===== config.mk =====
export PLATFORM = sky130hd
export DESIGN_NAME = buf_port_arbiter
export DESIGN_NICKNAME = d
export VERILOG_FILES = /design/src/rtl/buf_port_arbiter.sv
export SDC_FILE = /design/constraint.sdc
export NUM_CORES = 1
export LEC_CHECK = 0
export ABC_AREA = 1
export BUFFER_PORTS_ARGS = -buffer_cell sky130_fd_sc_hd__buf_2
export CELL_PAD_IN_SITES_DETAIL_PLACEMENT = 1
export CELL_PAD_IN_SITES_GLOBAL_PLACEMENT = 1
export CORE_ASPECT_RATIO = 0.7
export CORE_MARGIN = 5
export CORE_UTILIZATION = 25
export DETAILED_ROUTE_END_ITERATION = 12
export PLACE_DENSITY = 0.82
export SETUP_SLACK_MARGIN = 0.5
export SLEW_MARGIN = 5
export SYNTH_ARGS = -nofsm -noshare
export SYNTH_HDL_FRONTEND = slang
export SYNTH_SLANG_ARGS = --single-unit

===== constraint.sdc =====
create_clock -name clk -period 2.05 [get_ports clk]
set_input_delay 0.1025 -clock clk [delete_from_list [all_inputs] [get_ports clk]]
set_output_delay 0.1025 -clock clk [all_outputs]
set_load 0.1 [all_outputs]

===== src/rtl/buf_port_arbiter.sv =====
// ---------------------------------------------------------------------------
// buf_port_arbiter
//
// This block shares one single-port scratch buffer among N_REQ requesters.
// It uses round-robin arbitration and grants at most one command per cycle.
// The granted command is registered onto the buffer pins in the next cycle.
// Each accepted read is tagged with its requester id. The tag travels down
// a shift pipeline that matches the buffer read latency, so the returned
// data can be routed back to the requester that issued the read.
// A requester that sets req_lock keeps the port for the next command. This
// allows an uninterrupted burst.
//
// Ports:
//   clk, rstn         clock; asynchronous active-low reset
//   req_cs[N_REQ]     per-requester request (active-high)
//   req_wen[N_REQ]    per-requester write enable (active-low, 1 = read)
//   req_lock[N_REQ]   keep the grant after this command
//   req_addr, req_din packed per-requester address / write data
//   gnt[N_REQ]        one-hot combinational grant
//   rvalid[N_REQ]     one-hot read-data-valid
//   rdata             read data, shared by all requesters (mem_dout)
//   mem_cs/ren/wen    buffer strobes (cs active-high, ren/wen active-low)
//   mem_addr/din      buffer address / write data
//   mem_dout          buffer read data, valid RD_LAT cycles after the command
// ---------------------------------------------------------------------------
module buf_port_arbiter #(
  parameter int N_REQ  = 3,
  parameter int ADDR_W = 16,
  parameter int DATA_W = 32,
  parameter int RD_LAT = 2
) (
  input  logic                      clk,
  input  logic                      rstn,
  input  logic [N_REQ-1:0]          req_cs,
  input  logic [N_REQ-1:0]          req_wen,
  input  logic [N_REQ-1:0]          req_lock,
  input  logic [N_REQ*ADDR_W-1:0]   req_addr,
  input  logic [N_REQ*DATA_W-1:0]   req_din,
  output logic [N_REQ-1:0]          gnt,
  output logic [N_REQ-1:0]          rvalid,
  output logic [DATA_W-1:0]         rdata,
  output logic                      mem_cs,
  output logic                      mem_ren,
  output logic                      mem_wen,
  output logic [ADDR_W-1:0]         mem_addr,
  output logic [DATA_W-1:0]         mem_din,
  input  logic [DATA_W-1:0]         mem_dout
);

  localparam int ID_W = (N_REQ > 1) ? $clog2(N_REQ) : 1;

  typedef logic [ID_W-1:0] id_t;

  typedef struct packed {
    logic vld;
    id_t  id;
  } tag_t;

  id_t               rr_ptr_q, rr_ptr_d;
  logic              lock_vld_q, lock_vld_d;
  id_t               lock_id_q, lock_id_d;
  logic              mem_cs_q, mem_cs_d;
  logic              mem_ren_q, mem_ren_d;
  logic              mem_wen_q, mem_wen_d;
  logic [ADDR_W-1:0] mem_addr_q, mem_addr_d;
  logic [DATA_W-1:0] mem_din_q, mem_din_d;
  tag_t              tag_q [RD_LAT+1];
  tag_t              tag_d;

  logic              gnt_any;
  id_t               gnt_idx;
  id_t               cand;

  // Arbitration. A valid lock owner that is still requesting wins outright.
  // Otherwise the first active requester at or after rr_ptr wins, with the
  // search wrapping around from N_REQ-1 to 0.
  // NOTE: every variable written here gets a default value first. Then no
  // path leaves a variable unassigned, so no latch is inferred.
  always_comb begin
    gnt_any = 1'b0;
    gnt_idx = '0;
    cand    = '0;
    if (lock_vld_q && req_cs[lock_id_q]) begin
      gnt_any = 1'b1;
      gnt_idx = lock_id_q;
    end else begin
      for (int k = 0; k < N_REQ; k++) begin
        cand = id_t'((int'(rr_ptr_q) + k) % N_REQ);
        if (!gnt_any && req_cs[cand]) begin
          gnt_any = 1'b1;
          gnt_idx = cand;
        end
      end
    end
    // While reset is asserted, no grant is issued and no command is accepted.
    if (!rstn) gnt_any = 1'b0;
  end

  always_comb begin
    gnt = '0;
    if (gnt_any) gnt[gnt_idx] = 1'b1;
  end

  // Next-state logic for the pins, the pointer and the lock. When no command
  // is accepted, the lock is cleared. The owner can only lose the grant by
  // dropping req_cs, and dropping req_cs is what releases the lock.
  always_comb begin
    rr_ptr_d   = rr_ptr_q;
    lock_vld_d = 1'b0;
    lock_id_d  = lock_id_q;
    mem_cs_d   = 1'b0;
    mem_ren_d  = 1'b1;
    mem_wen_d  = 1'b1;
    mem_addr_d = mem_addr_q;
    mem_din_d  = mem_din_q;
    tag_d      = '{vld: 1'b0, id: gnt_idx};
    if (gnt_any) begin
      rr_ptr_d   = (int'(gnt_idx) == N_REQ - 1) ? '0 : id_t'(gnt_idx + 1'b1);
      lock_vld_d = req_lock[gnt_idx];
      lock_id_d  = gnt_idx;
      mem_cs_d   = 1'b1;
      mem_addr_d = req_addr[int'(gnt_idx)*ADDR_W +: ADDR_W];
      if (!req_wen[gnt_idx]) begin
        mem_wen_d = 1'b0;
        mem_din_d = req_din[int'(gnt_idx)*DATA_W +: DATA_W];
      end else begin
        mem_ren_d = 1'b0;
        tag_d.vld = 1'b1;
      end
    end
  end

  // NOTE: sequential state uses non-blocking assignments. Every flop then
  // samples the values from before the clock edge, so the result does not
  // depend on the order in which the simulator evaluates the processes.
  always_ff @(posedge clk or negedge rstn) begin
    if (!rstn) begin
      rr_ptr_q   <= '0;
      lock_vld_q <= 1'b0;
      lock_id_q  <= '0;
      mem_cs_q   <= 1'b0;
      mem_ren_q  <= 1'b1;
      mem_wen_q  <= 1'b1;
      mem_addr_q <= '0;
      mem_din_q  <= '0;
      // NOTE: the tag pipeline is built from flops, not from a RAM, so it
      // is reset. Clearing it here drops reads that are in flight, which
      // stops any stale rvalid from appearing after reset.
      for (int k = 0; k <= RD_LAT; k++) tag_q[k] <= '0;
    end else begin
      rr_ptr_q   <= rr_ptr_d;
      lock_vld_q <= lock_vld_d;
      lock_id_q  <= lock_id_d;
      mem_cs_q   <= mem_cs_d;
      mem_ren_q  <= mem_ren_d;
      mem_wen_q  <= mem_wen_d;
      mem_addr_q <= mem_addr_d;
      mem_din_q  <= mem_din_d;
      tag_q[0]   <= tag_d;
      for (int k = 1; k <= RD_LAT; k++) tag_q[k] <= tag_q[k-1];
    end
  end

  // A tag pushed at the accept edge sits in stage 0 while its command is on
  // the pins. It therefore reaches stage RD_LAT in the same cycle that the
  // buffer drives the read data.
  always_comb begin
    rvalid = '0;
    if (tag_q[RD_LAT].vld) rvalid[tag_q[RD_LAT].id] = 1'b1;
  end

  assign rdata    = mem_dout;
  assign mem_cs   = mem_cs_q;
  assign mem_ren  = mem_ren_q;
  assign mem_wen  = mem_wen_q;
  assign mem_addr = mem_addr_q;
  assign mem_din  = mem_din_q;

endmodule


# == Word-level counts from Yosys, hierarchy flattened ==
# Index checks and enable logic that the tools add are counted.
# totals
in_bits,187
out_inout_bits,89
ff_bits,65
word_cells,77
# classes
div_mod_pow,3
muxes,37
n_eq_ne,1
add_sub_neg,3
n_bitwise,1
shifts,2
n_lt_le_gt_ge,8
reduce_logical,8
# op_table
op,n
96-bit by 8-bit indexed part select with 32-bit output,1
32-bit by 3-bit modulo with 32-bit output (second input constant),2
48-bit by 7-bit indexed part select with 16-bit output,1
3-bit by 3-bit modulo with 32-bit output (second input constant),1
1-bit 2-to-1 mux,22
2-bit by 3-bit < comparator with 1-bit output (second input constant),6
1-bit binary-select mux with 2-bit select,6
2-bit 2-to-1 mux,5
3-bit 2-to-1 mux,2
1-bit logical AND,5
1-bit demux with 2-bit select,2
2-bit by 1-bit greater-or-equal comparator with 1-bit output (second input constant),2
2-bit by 1-bit adder with 3-bit output (second input constant),1
2-bit by 2-bit adder with 3-bit output (second input constant),1
2-bit by 1-bit adder with 2-bit output (second input constant),1
2-bit == test (second input constant),1
1-bit logical NOT,2
2-bit AND reduction,1
1-bit inverter,1

# == Depth between registers and ports, before layout ==
# Gate-level depths: netlist of the first run.
# logic_depth
ltp_word,18
ltp_mapped,18

# == Worst setup path before layout of the first run ==
# No wires, ideal clock.
# synth_timing
kind,flip-flop to output port
startpoint,register rr_ptr_q[0]
endpoint,output port gnt[1]
path_stages_with_launch,12
arrival_time_ns,2.826
path_slack_ns,-0.878
required_ns,1.947
path_cell_list,dfrtp_1 > inv_1 > ha_1 > inv_2 > nand3_1 > nand2_1 > nand2_1 > inv_2 > nand4_1 > nand2_2 > clkbuf_1 > nor2_1
# synth_via
elab_chain_cells,18
word_cells_on_any_way,32
classes_between,add/sub (2); div (3); order compare (2); mux (20); reduce/logical (5)
# synth_lines
element,line,text
from (decl),59,"id_t rr_ptr_q, rr_ptr_d;"
from (signal assigned),151,rr_ptr_q <= rr_ptr_d;
"parallel branches: the longest is 17 deep, another holds 32-bit by 3-bit modulo with 32-bit output",--,
3-bit 2-to-1 mux *,101,if (gnt_any) gnt[gnt_idx] = 1'b1;
to (decl),39,"output logic [N_REQ-1:0] gnt,"
# Mark *: on every way between the ends. The select of a mux whose other input is x is not followed.

# == Worst setup path in the final report of the first run ==
# layout_timing
startpoint,register rr_ptr_q[0]
endpoint,output port gnt[0]
# The elaborated chain is that of the path after synthesis.

==> impl_metrics.toml, run 1 <==
[sta]
worst_hold_slack_ps = -5.74
setup_viol = 60
finalSetupTns_ps = -17090
clock_skew_ps = 7.39
timing_max_transition_violations_final = 0
max_freq_mhz = 409
relSlewSlack = 0.408
min_period_ps = 2440
layout_worst_path_cycle_share = 1.19
rsz0062_at_grt = "true"
finalHoldViolCount = 2
worst-slew-pin-transition_ps = 887
final.setup.worst_slack_ps = -393

[global_routing]
antenna_found_initial = 0
grtUsageTotal = 0.184
grt_overflow_total = 0
grt_pass1_vias = 5057
grt_start_max_net_pins = 66
grt_pass1_wl_um = 27000

[worst_setup_path]
timing_worst_setup_path_type = "flip-flop to output pin"
critPathLaunchType = "flip-flop"
end_kind = "output pin"
critPathMaxFanout = 5
worstPathArrival_ps = 2340
cp.required_ps = 1950

[routing]
wl_per_cell_um = 17.5
drtIter0Drc = 200
vias_per_cell = 4.66
drt.antenna.violating_nets = 0
via_count = 4751
first_pass_iters = 4
drc = 0
drt_wl_total_um = 17800

[floorplanning]
core.rowCount = 38
start_util = 0.255
boundaryPins = 276
die-width_um = 161
die-height_um = 115
die_area_um2 = 18500
core-area_um2 = 15500

[clock_tree]
cts-buffers-inserted = 9
cts.sinks = 65
cts-root-buf = "clkbuf_16"
clockBufferDepth = 2
cts_tree = "built"
htreeDepth = 3
clk_latency_ps = 330
clk_pin_slew_ps = 60

[min_path]
min_path_type = "primary input to async pin"

[synth]
synth_nets = 744
syn_inst = 553
ys_seq_area_frac = 0.410
yosys.area_share.simple = 0.433
synthAdderAreaFrac = 0.0126
synthXorXnorAreaFrac = 0
synth.avg_cell_area_um2 = 7.18
synth-seq-cells = 65
synth_top_family_by_area = "simple AND/OR/NAND/NOR gates"
synth_mux_area_frac = 0
synth_compound_gate_area_share = 0.0249
synth_area_um2 = 3970
yosys_warnings = 0
synth_cell_types = 32

[placement]
place_hpwl_um = 12000
placed_cell_area_um2 = 5450
portBuffers = 211
gp_congestion = 0.868
dpl.cell_count = 942

[job]
max_cap_viol_count = 0

[cells_and_area]
layout_commonest_cell = "buf_2"
final_nets = 1005
syn_to_final_growth_pct = 69.2
final_cells = 1019
design_area_um2 = 6720
num_antenna_cells = 0
final_cell_mix = "205 x buf_2, 198 x nand2_1, 110 x nand3_1"
layout-drive-gt1-share = 0.464

[run_status]
status = "complete, but fails checks"
violations = "hold timing, setup timing"
## worst max-delay path, stage by stage (launching register included)
cell and delay [ps]:
dfrtp_2 440, buf_6 130, ha_4 170, o21ai_0 230, nand2_2 100, nand2_2 70, inv_2 40, buf_6 100
nand4_1 130, nand2_4 100, buf_12 140, nor2_4 160, buf_12 190
## final timing paths
kind	slack [ps]	cells past startpoint	startpoint	to
min	-6	2	rstn	lock_vld_q
max	-390	12	rr_ptr_q[0]	gnt[0]
min reg2reg	340	0	tag_q[8]	tag_q[5]
max reg2reg	-370	18	rr_ptr_q[0]	mem_din[0]
max in group asynchronous	1380	2	rstn	rr_ptr_q[1]
min in group clk	40	3	req_addr[45]	mem_addr[13]
## routing by layer
metal | routed length (um) | share of wire | global-route usage
met1 | 7940 | 0.45 | 0.231
met2 | 8270 | 0.46 | 0.308
met3 | 1370 | 0.077 | 0.0611
met4 | 234 | 0.013 | 0.0470
met5 | 0 | 0 | 0
## layout make-up
cell class | count | area [um2]
Clock inverter | 5 | 125
Tap cell | 200 | 250
Fill cell | 1912 | 8830
Multi-Input combinational cell | 408 | 2130
Timing Repair Buffer | 310 | 2230
Sequential cell | 65 | 1630
Clock buffer | 11 | 253
Inverter | 20 | 103
## through the flow
| step | util | setup WS, ps |
|---|---|---|
| 2_1_floorplan | - | -359 |
| 3_3_place_gp | 0.350 | -234 |
| 3_5_place_dp | 0.350 | -315 |
| 4_1_cts | 0.415 | -377 |
| 5_1_grt | 0.432 | -488 |
| 6_report | 0.432 | -393 |
## state kept, by name, summed over array words and instances, names as in the netlist
name and flops:
mem_cs 1, mem_ren 1, mem_din 32, lock_id_q 2, tag_q 9, mem_wen 1
rr_ptr_q 2, mem_addr 16, lock_vld_q 1
## Yosys cell counts
cell,count,share of area
ha_1,4,0.013
o22ai_1,2,0.0032
nor2_2,2,0.0032
nor2_8,1,0.0050
o21ai_1,1,0.0013
nand2_1,219,0.21
clkbuf_1,2,0.0019
nand2_4,1,0.0028
buf_2,20,0.025
buf_6,4,0.011
a21boi_1,1,0.0019
nand2_2,7,0.011
nor2_4,1,0.0028
nand3b_1,2,0.0038
nand4_1,11,0.017
buf_4,32,0.060
nor2_1,24,0.023
dfstp_2,2,0.013
nand3_2,3,0.0076
a31oi_1,1,0.0016
nor3b_1,1,0.0019
nand3_1,116,0.15
buf_1,2,0.0019
nor3_1,1,0.0013
dfrtp_1,63,0.40
a21oi_1,3,0.0038
o21ai_2,2,0.0044
o21ai_0,1,0.0013
o21bai_1,2,0.0038
inv_1,13,0.012
o21a_1,2,0.0038
inv_2,7,0.0066
## kinds of logic (layout without fill, tap and decap cells)
| kind of cell | count (synthesis) | count (layout) |
|---|---|---|
| flops | 65 | 65 |
| simple gates | 389 | 389 |
| fa+ha+maj | 4 | 4 |
| compound gates | 15 | 15 |
| buf+inv | 80 | 346 |
## repair_timing
| item | CTS | global route |
|---|---|---|
| hold buffers | 22 | 0 |
| buffers inserted | 25 | 8 |
| cloned | 3 | 3 |
| gates resized for setup | 38 | 44 |
| endpoints found under the hold margin | 8 | 0 |
| endpoints found under the setup margin | 63 | 63 |
| pin swaps | 13 | 15 |
Power of run 1 is not shown: default switching activity piles up to over one toggle a cycle in this logic, so the estimate is an artifact.
==> run 2, diff against run 1 <==
--- a/config.mk
+++ b/config.mk
@@ -9,7 +9,6 @@
 export BUFFER_PORTS_ARGS = -buffer_cell sky130_fd_sc_hd__buf_2
 export CELL_PAD_IN_SITES_DETAIL_PLACEMENT = 1
 export CELL_PAD_IN_SITES_GLOBAL_PLACEMENT = 1
-export CORE_ASPECT_RATIO = 0.7
 export CORE_MARGIN = 5
 export CORE_UTILIZATION = 25
 export DETAILED_ROUTE_END_ITERATION = 12
==> run 2 against run 1 <==
- the flow still finishes with violations (hold timing, setup timing)
- critical endpoint is now mem_din[29]
- sequential share of layout area shrank 1.3 points
- core utilization up 1.9 points
- clock skew shrank 1.3 ps
- count of clock-buffer cells in the layout increased by 1
- wire length increased by 7.7%
- highest routed layer unchanged
- non-clock buffer count shrank 1
- first-iteration DRC count grew 17%
==> impl_metrics.toml, run 2 (synthesis results as in run 1) <==
[run_status]
status = "complete, but fails checks"
violations = "hold timing, setup timing"

[cells_and_area]
largest_register_ff_count = 32
utilization = 0.452
syn_to_final_growth_pct = 78.6
layout-drive-gt1-share = 0.542
layout_commonest_cell = "buf_2"
final_nets = 1005
design_area_um2 = 7090
nFillCells = 1920
final_cell_mix = "207 x buf_2, 139 x nand2_1, 108 x nand3_1"

[clock_tree]
cts_tree = "built"
clockBufferDepth = 2
htreeDepth = 3
cts-root-buf = "clkbuf_16"
cts.sinks = 65
clk_latency_ps = 340
cts-buffers-inserted = 9
clk_pin_slew_ps = 60

[routing]
via_count = 4847
first_pass_iters = 4
wl_per_cell_um = 18.5
drt_wl_total_um = 19200
vias_per_cell = 4.68
drt.antenna.violating_nets = 0
drc = 0
drtIter0Drc = 234

[min_path]
min_to = "mem_addr[5]"
min_path_cells = 3
hp-start = "req_addr[21]"
min_path_type = "primary input to flip-flop"

[global_routing]
grt_pass1_wl_um = 27800
grt_overflow_total = 0
grt_start_max_net_pins = 66
grtUsageTotal = 0.194
antenna_found_initial = 0
grt_pass1_vias = 5186

[sta]
layout_worst_path_cycle_share = 1.27
clock_skew_ps = 6.11
worst_hold_slack_ps = -6.40
rsz0062_at_grt = "true"
setup_viol = 61
min_period_ps = 2590
worst-slew-pin-transition_ps = 871
relSlewSlack = 0.419
final.setup.worst_slack_ps = -544
finalHoldViolCount = 2
timing_max_transition_violations_final = 0
max_freq_mhz = 386

[job]
max_cap_viol_count = 0

[placement]
pre_cts_slack_ps = -427
placed_cell_area_um2 = 5420
place_hpwl_um = 11500
gp_congestion = 0.816
portBuffers = 211

[worst_setup_path]
timing_worst_setup_path_type = "flip-flop to flip-flop"
r2r_cells = 19
reg2reg_from = "rr_ptr_q[0]"
critPathLaunchType = "flip-flop"
critPathMaxFanout = 6
rrSetupSlack_ps = -540
end_kind = "flip-flop"
cp.required_ps = 2330
worstPathArrival_ps = 2870
timing.rr.end = "mem_din[29]"

[floorplanning]
boundaryPins = 276
die_area_um2 = 18500
die-width_um = 136
start_util = 0.253
die-height_um = 136
core-area_um2 = 15700
core.rowCount = 46
[run 2: final cells by class]
type                            count  area (um2)  area share
Sequential cell                    65        1630       0.230
Inverter                           20         110      0.0155
Timing Repair Buffer              309        2330       0.328
Tap cell                          216         270      0.0381
Antenna cell                        1        2.50    0.000353
Clock buffer                       12         256      0.0362
Clock inverter                      3        40.0     0.00564
Multi-Input combinational cell    409        2450       0.346
[run 2: through the flow]
stage                     std cells  TNS [ps]
final                          1035    -25370
after global routing           1034    -30140
after CTS                      1017    -14920
after detailed placement        957    -18980
after global placement          957    -12380
after floorplan                 553     -3640
[run 2: per-layer routing]
metal  GRT usage  share of wire  wire (um)
met5           0              0          0
met4      0.0532          0.022        420
met3      0.0459          0.063       1200
met2       0.344           0.52       9900
met1       0.233           0.40       7660
[run 2: repair_timing]
action | in CTS | in global routing
cloned | 8 | 3
buffers inserted | 16 | 14
setup endpoints to repair | 62 | 62
resized for setup | 60 | 125
hold endpoints to repair | 9 | 0
pin swaps | 18 | 56
hold buffers | 21 | 0
[run 2: worst max-delay path by stage]
stage / startpoint / to / slack [ps] / cells after the start
after floorplan: rr_ptr_q[0] / mem_addr[10] / -360 / 15
after global placement: rr_ptr_q[0] / mem_din[26] / -290 / 14
after detailed placement: rr_ptr_q[0] / mem_din[23] / -430 / 16
after CTS: rr_ptr_q[1] / gnt[0] / -370 / 14
after global routing: rr_ptr_q[0] / mem_din[19] / -610 / 19
final: rr_ptr_q[0] / mem_din[29] / -540 / 19
[run 2: worst max-delay path, stage by stage (launching register included)]
cell,delay [ps]
dfrtp_2,420
inv_2,80
ha_4,310
inv_6,50
nand2_4,50
nand3_2,60
nand2_2,110
nand2_4,80
o21ai_4,140
nand3_2,120
nand2_4,150
buf_6,140
clkinv_8,60
nand2_8,70
buf_12,100
nand2_8,60
nor2_4,200
clkbuf_16,210
nand2_2,50
nand2_1,60
Power of run 2 is left out for the same reason.
==> run 3, diff against run 2 <==
--- a/config.mk
+++ b/config.mk
@@ -12,8 +12,9 @@
 export CORE_MARGIN = 5
 export CORE_UTILIZATION = 25
 export DETAILED_ROUTE_END_ITERATION = 12
-export PLACE_DENSITY = 0.82
+export PLACE_DENSITY_LB_ADDON = 0.1
 export SETUP_SLACK_MARGIN = 0.5
+export SKIP_LAST_GASP = 1
 export SLEW_MARGIN = 5
 export SYNTH_ARGS = -nofsm -noshare
 export SYNTH_HDL_FRONTEND = slang
==> run 3 against run 2 <==
- the flow finishes with violations (setup timing)
- maximum frequency grew 6.8%
- final cell count grew 0.19%
- sequential share of layout area grew 0.67 points
- clock skew grew 1.5 ps
- hold slack gained 11 ps
- count of clock-buffer cells in the layout grew 1
- final area shrank 2.9%
- highest routed layer unchanged
==> impl_metrics.toml, run 3 (synthesis results as in run 1) <==
[clock_tree]
clockBufferDepth = 2
clk_latency_ps = 330
cts_tree = "built"
htreeDepth = 3
cts-root-buf = "clkbuf_16"
cts.sinks = 65
clk_pin_slew_ps = 60
cts-buffers-inserted = 9

[routing]
wl_per_cell_um = 17.0
first_pass_iters = 4
drtIter0Drc = 119
drc = 0
drt.antenna.violating_nets = 0
via_count = 4723
vias_per_cell = 4.55
drt_wl_total_um = 17600

[global_routing]
antenna_found_initial = 0
grt_overflow_total = 0
grtUsageTotal = 0.185
grt_pass1_wl_um = 26800
grt_pass1_vias = 5085
grt_start_max_net_pins = 66

[run_status]
status = "complete, but fails checks"
violations = "setup timing"

[sta]
worst-slew-pin-transition_ps = 882
final.setup.worst_slack_ps = -378
rsz0062_at_grt = "true"
layout_worst_path_cycle_share = 1.18
finalHoldViolCount = 0
max_freq_mhz = 412
clock_skew_ps = 7.57
setup_viol = 58
min_period_ps = 2430
relSlewSlack = 0.412
timing_max_transition_violations_final = 0

[placement]
portBuffers = 211
place_hpwl_um = 12200
dpl.cell_count = 957
gp_congestion = 0.798

[worst_setup_path]
cp_num_buf_inv = 6
critPathMaxFanout = 8
slowest_delay_ps = 410
r2r_cells = 18
path_delay_family = "simple AND/OR/NAND/NOR gates"
startpoint = "rr_ptr_q[0]"
cp_common_cell = "nand2_2"
timing_worst_setup_path_type = "flip-flop to flip-flop"
worstPathArrival_ps = 2640
rrSetupSlack_ps = -380
reg2reg_from = "rr_ptr_q[0]"
timing.rr.end = "mem_din[13]"
path_cells = "inv_2 -> ha_4 -> inv_4 -> nand2_2 -> nand3_2 -> nand2_2 -> nand2_4 -> o21ai_2 -> nand3_2 -> nand2_2 -> buf_6 -> inv_8 -> nand2_8 -> buf_6 -> nand3_4 -> clkbuf_16 -> nand2_1 -> nand2_1"
crit_cells = 18
end_kind = "flip-flop"
critPathLaunchType = "flip-flop"
cp.required_ps = 2260
critPathSlowestCell = "dfrtp_1"

[floorplanning]
die_area_um2 = 18500
boundaryPins = 276
core.rowCount = 46
core-area_um2 = 15700
die-height_um = 136
die-width_um = 136
start_util = 0.253

[cells_and_area]
final_cell_mix = "206 x buf_2, 192 x nand2_1, 95 x nand3_1"
multi_input_area_um2 = 2250
syn_to_final_growth_pct = 73.5
final_cells = 1037
nFillCells = 1932
largest_register_ff_count = 32
seq_area_um2 = 1630
layout_commonest_cell = "buf_2"
layout-drive-gt1-share = 0.484
final_nets = 1007
num_antenna_cells = 0

[min_path]
min_path_type = "primary input to flip-flop"
hp-start = "req_addr[21]"
min_to = "mem_addr[5]"
min_path_cells = 3

[job]
max_cap_viol_count = 0
[run 3: final cells by class]
type                            instances  area share
Inverter                               20      0.0156
Tap cell                              216      0.0392
Sequential cell                        65       0.237
Multi-Input combinational cell        409       0.327
Clock inverter                          3     0.00218
Clock buffer                           13      0.0378
Timing Repair Buffer                  311       0.342
[run 3: metal layers]
layer	global-route usage	wire (um)
met3	0.0433	1140
met4	0.0672	350
met1	0.219	7160
met2	0.326	8940
met5	0	0
[run 3: stage by stage]
step	util	hold slack [ps]	worst slack, ps	area, um2	TNS, ps
2_1_floorplan	-	-193	-359	4120	-3640
3_3_place_gp	0.345	206	-221	5420	-9460
3_5_place_dp	0.345	206	-336	5420	-15040
4_1_cts	0.420	2.25	-353	6600	-15420
5_1_grt	0.438	4.29	-509	6890	-26620
6_report	0.438	5.00	-378	6890	-18440
[run 3: worst max path at each step]
stage	to	slack, ps
floorplan	mem_addr[10]	-360
global placement	mem_addr[5]	-220
detailed placement	mem_addr[5]	-340
CTS	gnt[0]	-350
global route	mem_din[24]	-510
finish	mem_din[13]	-380
[run 3: worst register-to-register path, delay by kind of cell, from the launching register on]
| family | cells | cell delay [ps] |
|---|---|---|
| fa+ha+maj | 1 | 300 |
| simple gates | 10 | 830 |
| flops | 1 | 410 |
| buf+inv | 6 | 630 |
| compound gates | 1 | 140 |
[run 3: repair_timing]
action                                 4_1_cts  5_1_grt
hold buffers                                22        0
setup buffers                               21       11
resized for setup                           84       33
endpoints found under the hold margin        9        0
pin swaps                                   41       23
gates cloned                                 8        2
setup endpoints to repair                   62       63
Power of run 3 is left out for the same reason.
